## config.mk

```make
export PLATFORM = sky130hd
export DESIGN_NAME = pipeline_stall_ctrl
export DESIGN_NICKNAME = d
export VERILOG_FILES = /design/src/rtl/pipe_ctrl_pkg.sv /design/src/rtl/sat_counter.sv /design/src/rtl/pipeline_stall_ctrl.sv
export SDC_FILE = /design/constraint.sdc
export NUM_CORES = 1
export LEC_CHECK = 0
export BUFFER_PORTS_ARGS = -buffer_cell sky130_fd_sc_hd__buf_4
export CORE_MARGIN = 1.5
export CORE_UTILIZATION = 35
export DETAILED_ROUTE_END_ITERATION = 8
export SETUP_SLACK_MARGIN = 0.2
export SLEW_MARGIN = 0
export SYNTH_ARGS = -nofsm -noshare
export SYNTH_HDL_FRONTEND = slang
export SYNTH_SLANG_ARGS = --single-unit
```

## constraint.sdc

```tcl
create_clock -name clk -period 4 [get_ports clk]
set_clock_uncertainty 0.15 [all_clocks]
set_input_delay 1.2 -clock clk [delete_from_list [all_inputs] [get_ports clk]]
set_output_delay 1.2 -clock clk [all_outputs]
set_load 0.005 [all_outputs]
```

## src/rtl/pipe_ctrl_pkg.sv

```systemverilog
// rtl/pipe_ctrl_pkg.sv - shared types and constants for the pipeline stall/flush sequencer
package pipe_ctrl_pkg;

    typedef enum logic [1:0] {
        RUN      = 2'd0,
        MEM_WAIT = 2'd1,
        TIMEOUT  = 2'd2
    } pipe_state_t;

    localparam logic [4:0] REG_X0 = 5'd0;

endpackage

```

## src/rtl/sat_counter.sv

```systemverilog
// rtl/sat_counter.sv - saturating event counter with asynchronous active-low reset
module sat_counter #(
    parameter int W = 32
) (
    input  logic         clk,
    input  logic         rst_n,
    input  logic         inc,
    output logic [W-1:0] count
);

    always_ff @(posedge clk or negedge rst_n) begin
        if (!rst_n) begin
            count <= '0;
        end else if (inc && (count != {W{1'b1}})) begin
            count <= count + W'(1);
        end
    end

endmodule

```

## src/rtl/pipeline_stall_ctrl.sv

```systemverilog
// rtl/pipeline_stall_ctrl.sv - stall/flush sequencer for a 5-stage pipeline
// Merges load-use, branch redirect and data-memory wait into per-stage controls.
module pipeline_stall_ctrl
    import pipe_ctrl_pkg::*;
#(
    parameter int XLEN_CNT    = 32,
    parameter int MEM_TIMEOUT = 255,
    parameter int TMR_W       = 8
) (
    input  logic                clk,
    input  logic                rst_n,
    input  logic [4:0]          id_rs1,
    input  logic [4:0]          id_rs2,
    input  logic                id_use_rs1,
    input  logic                id_use_rs2,
    input  logic [4:0]          ex_rd,
    input  logic                ex_mem_read,
    input  logic                ex_branch_taken,
    input  logic                mem_dreq,
    input  logic                mem_dready,
    output logic                pc_write,
    output logic                if_id_write,
    output logic                id_ex_write,
    output logic                ex_mem_write,
    output logic                id_ex_bubble,
    output logic                if_id_flush,
    output logic                id_ex_flush,
    output logic                mem_wb_bubble,
    output logic                timeout_err,
    output logic [XLEN_CNT-1:0] stall_cycles,
    output logic [XLEN_CNT-1:0] flush_cycles
);

    localparam logic [TMR_W-1:0] TMO = TMR_W'(MEM_TIMEOUT);

    pipe_state_t      state, state_nxt;
    logic [TMR_W-1:0] timer, timer_nxt, timer_inc;
    logic             luse, mwait, run_eval, freeze;

    always_ff @(posedge clk or negedge rst_n) begin
        if (!rst_n) begin
            state <= RUN;
            timer <= '0;
        end else begin
            state <= state_nxt;
            timer <= timer_nxt;
        end
    end

    always_comb begin
        pc_write      = 1'b1;
        if_id_write   = 1'b1;
        id_ex_write   = 1'b1;
        ex_mem_write  = 1'b1;
        id_ex_bubble  = 1'b0;
        if_id_flush   = 1'b0;
        id_ex_flush   = 1'b0;
        mem_wb_bubble = 1'b0;
        state_nxt     = state;
        timer_nxt     = timer;
        timer_inc     = timer + TMR_W'(1);
        run_eval      = 1'b0;
        freeze        = 1'b0;
        mwait         = mem_dreq & ~mem_dready;
        luse          = ex_mem_read && (ex_rd != REG_X0) &&
                        ((id_use_rs1 && (ex_rd == id_rs1)) ||
                         (id_use_rs2 && (ex_rd == id_rs2)));

        case (state)
            RUN: run_eval = 1'b1;
            MEM_WAIT: begin
                if (mem_dready) begin
                    run_eval  = 1'b1;
                    state_nxt = RUN;
                    timer_nxt = '0;
                end else begin
                    freeze    = 1'b1;
                    timer_nxt = timer_inc;
                    if (timer_inc >= TMO) begin
                        state_nxt = TIMEOUT;
                    end
                end
            end
            TIMEOUT: freeze = 1'b1;
            default: state_nxt = RUN;
        endcase

        // A flushed ID instruction cannot hazard, so branch outranks load-use.
        if (run_eval) begin
            if (mwait) begin
                freeze    = 1'b1;
                timer_nxt = TMR_W'(1);
                state_nxt = (TMO <= TMR_W'(1)) ? TIMEOUT : MEM_WAIT;
            end else if (ex_branch_taken) begin
                if_id_flush = 1'b1;
                id_ex_flush = 1'b1;
            end else if (luse) begin
                pc_write     = 1'b0;
                if_id_write  = 1'b0;
                id_ex_bubble = 1'b1;
            end
        end

        if (freeze) begin
            pc_write      = 1'b0;
            if_id_write   = 1'b0;
            id_ex_write   = 1'b0;
            ex_mem_write  = 1'b0;
            mem_wb_bubble = 1'b1;
        end

        // Outputs must fall back to idle the instant reset asserts.
        if (!rst_n) begin
            pc_write      = 1'b1;
            if_id_write   = 1'b1;
            id_ex_write   = 1'b1;
            ex_mem_write  = 1'b1;
            id_ex_bubble  = 1'b0;
            if_id_flush   = 1'b0;
            id_ex_flush   = 1'b0;
            mem_wb_bubble = 1'b0;
        end
    end

    assign timeout_err = (state == TIMEOUT);

    sat_counter #(.W(XLEN_CNT)) u_stall_cnt (
        .clk   (clk),
        .rst_n (rst_n),
        .inc   (~pc_write),
        .count (stall_cycles)
    );

    sat_counter #(.W(XLEN_CNT)) u_flush_cnt (
        .clk   (clk),
        .rst_n (rst_n),
        .inc   (if_id_flush),
        .count (flush_cycles)
    );

endmodule

```

==> flow_summary_export.csv <==
group,metric,value,unit
power,pwr-share-seq,38.6,%
sta,finalMaxSlewViolations,0,
grt,overflow,0,
route,drtPass1Iterations,4,
placed_design,dp_hpwl,6630,microns
clock_network,htreeDepth,3,
yosys,ys_types,47,
route,ant_nets,0,
run_status,status,"finished, final reports clean",
power,p_sw_share,26.8,%
critical_path,path_buf_inv,2,
critical_path,critPathLaunchType,"input port",
clock_network,numCtsBuffers,9,
floorplanning,core_area,0.0110,sq mm
placed_design,place_area,0.00484,sq mm
finish,antenna_cells,0,
yosys,synth.top_cell.area_share,46.4,%
critical_path,crit_required,2.65,ns
critical_path,reg2reg_slack,1.12,ns
yosys,ys_warn_count,0,
yosys,synth_edf_count,0,
power,p_int,0.00175,W
floorplanning,die-area,0.0120,sq mm
yosys,synth_area_leaders,"dfrtp_1, xnor2_1, xor2_1",
worst_hold_path,worstHoldStart,"u_stall_cnt.count[19]",
yosys,synth_flop_cell,"dfrtp_1",
sta,fmax,261,MHz
route,vias,3238,
yosys,synth_area,0.00399,sq mm
critical_path,worst_path_max_delay_cell,"or4_4",
finish,area.growth.synth_to_final,31.3,%
grt,antenna_found_initial,0,
critical_path,crit_path_end_kind,"output pin",
critical_path,r2r-end,"u_stall_cnt.count[30]",
critical_path,path_delay_family,"simple AND/OR/NAND/NOR gates",
sta,tightest_slew,0.677,ns
grt,grt_usage,16.6,%
yosys,avgSynthCellArea,10.3,sq um
floorplanning,boundaryPins,96,
sta,hold_viol,0,
placed_design,io_buffers,95,
worst_hold_path,whs_path_depth,1,
power,pwr-share-comb,19.8,%
yosys,synth-seq-area-share,46.4,%
yosys,ys_ff_latch,74,
clock_network,cts_buffer_depth,2,
power,peakVddDrop,0.245,mV
critical_path,path_cells,"buf_8 > or4_4 > nor2_2 > and4bb_1 > and2_1 > buf_4",
yosys,synth.net_count,418,
finish,layout.nets,515,
sta,rsz0062_at_grt,"true",
power,power_density,457,mW/mm^2
critical_path,crit_arrival,2.48,ns
sta,post-route-min-period,3.83,ns
sta,slew_headroom,54.5,%
finish,drive_above_1_share,27.6,%
route,drc_errors,0,
yosys,ys_async_sr_fraction,100,%
critical_path,worstReg2RegStart,"state[1]",
critical_path,critPathMaxFanout,2,
grt,grt_pass1_wl,15800,microns
clock_network,clock_latency,0.33,ns
critical_path,worstRegToRegCells,9,
worst_hold_path,hp-class,"reg2reg",
route,wl_per_cell,14.9,microns
yosys,synth_area_leader_cell,"dfrtp_1",
route,wl,9370,microns
sta,fin_crit_sh,95.7,%
clock_network,tritoncts,"yes",
route,vias_per_cell,5.15,
run,drv_cap,0,
critical_path,cpPeakStageDelay,0.53,ns
placed_design,place_congestion,0.804,
clock_network,root_buffer,"clkbuf_16",
route,drtIter0Drc,87,
finish,stdcell_area,0.00524,sq mm
clock_network,cts.sinks,74,
sta,setup_tns,0,ns
grt,grt_max_degree,46,
power,power.net_switching,0.000641,W
sta,finalSetupViolCount,0,
clock_network,clkTransAtPathRegs,0.06,ns
yosys,synthCells,387,
worst_hold_path,holdPathEnd,"u_stall_cnt.count[19]",
power,power.clock.fraction,41.6,%
floorplanning,start_util,36.3,%
critical_path,path_class,"in2out",
floorplanning,fp.dieW,110,microns
grt,grt_pass1_vias,3270,
power,power_leakage,2.54,nW
floorplanning,rows,38,
floorplanning,die_h,110,microns
## power by group through the flow
stage / clock network [W] / registers, W / logic (W)
2_1_floorplan: 0 / 0.000920 / 0.000298
3_3_place_gp: 0 / 0.000932 / 0.000464
3_5_place_dp: 0 / 0.000937 / 0.000470
4_1_cts: 0.00102 / 0.000924 / 0.000474
5_1_grt: 0.00105 / 0.000939 / 0.000533
6_report: 0.000995 / 0.000923 / 0.000473
## cell type report
cell class / count / area [sq um]
fill: 1041 / 5750
tap: 140 / 175
clock inverter: 5 / 125
clock buffer: 11 / 243
inverter: 11 / 41.3
multi-input combinational: 286 / 2020
timing repair buffer: 102 / 777
sequential: 74 / 1850
## per-stage QoR
step           hold slack [ns]  power (W)  utilization [%]  instances  setup slack (ns)
2_1_floorplan            0.327    0.00122                -        387             0.218
3_3_place_gp             0.322    0.00140             44.0        612            0.0565
3_5_place_dp             0.336    0.00141             44.0        612            0.0636
4_1_cts                  0.346    0.00242             47.6        629             0.134
5_1_grt                  0.369    0.00252             47.7        629             0.114
6_report                 0.347    0.00239             47.7        629             0.171
## registers in the layout, indices dropped and copies added, names as in the netlist
signal and flops:
state 2, timer 8, u_flush_cnt.count 32, u_stall_cnt.count 32
## layer usage
metal / global-route usage, % / wire length (microns) / vias to the layer above
met3: 3.38 / 586 / 8
met4: 5.19 / 107 / 0
met5: 0 / 0 / -
met1: 22.4 / 4310 / 1567
met2: 26.7 / 4360 / 109
li1: - / - / 1554
## repair_timing
action	4_1_cts	5_1_grt
hold buffers	0	0
gates cloned	0	0
setup endpoints to repair	3	3
gates resized for setup	5	1
setup buffers	1	0
## placed cells by master (no fill, tap or decap), drive strengths merged, types with 11 or more instances in the layout
cell / count
buf: 102
dfrtp: 74
xnor2: 41
xor2: 34
nand2: 29
nand4: 26
nor3: 25
nand3: 20
and3: 16
and2: 12
nor2: 12
inv: 11
clkbuf: 11
## how the worst max path moves through the flow
stage              from      endpoint  cells after the start
2_1_floorplan  ex_rd[1]      pc_write                      6
3_3_place_gp   ex_rd[1]   if_id_write                      6
3_5_place_dp   ex_rd[1]   if_id_write                      6
4_1_cts        ex_rd[1]   if_id_write                      6
5_1_grt        ex_rd[1]   if_id_write                      6
6_report       ex_rd[1]  id_ex_bubble                      6
## synthesized netlist by cell type, types with 8 or more instances
cell	instances
nand4_1	25
ha_1	8
nor2_1	11
o22ai_1	8
and3_1	16
dfrtp_1	74
xnor2_1	41
nand2_1	29
and4_1	10
nor3_1	22
and2_1	12
nand3_1	19
xor2_1	34
inv_1	11
## worst register-to-register path: cells and delay by family (launching register included)
| family | cells | cell delay, ns |
|---|---|---|
| buffers and inverters | 2 | 0.36 |
| AO/OA/AOI/OAI | 3 | 0.47 |
| adder cells (fa/ha/maj) | 1 | 0.50 |
| flip-flops | 1 | 0.42 |
| XOR/XNOR | 1 | 0.17 |
| AND/OR/NAND/NOR | 2 | 0.73 |
## cells by family after synthesis
kind of cell	share of synthesized area, %
compound gates	3.76
xor+xnor	16.5
fa+ha+maj	2.51
buf+inv	3.20
flops	46.4
mux	1.19
simple gates	26.4
Note: power is estimated with default switching activity, not from simulation.
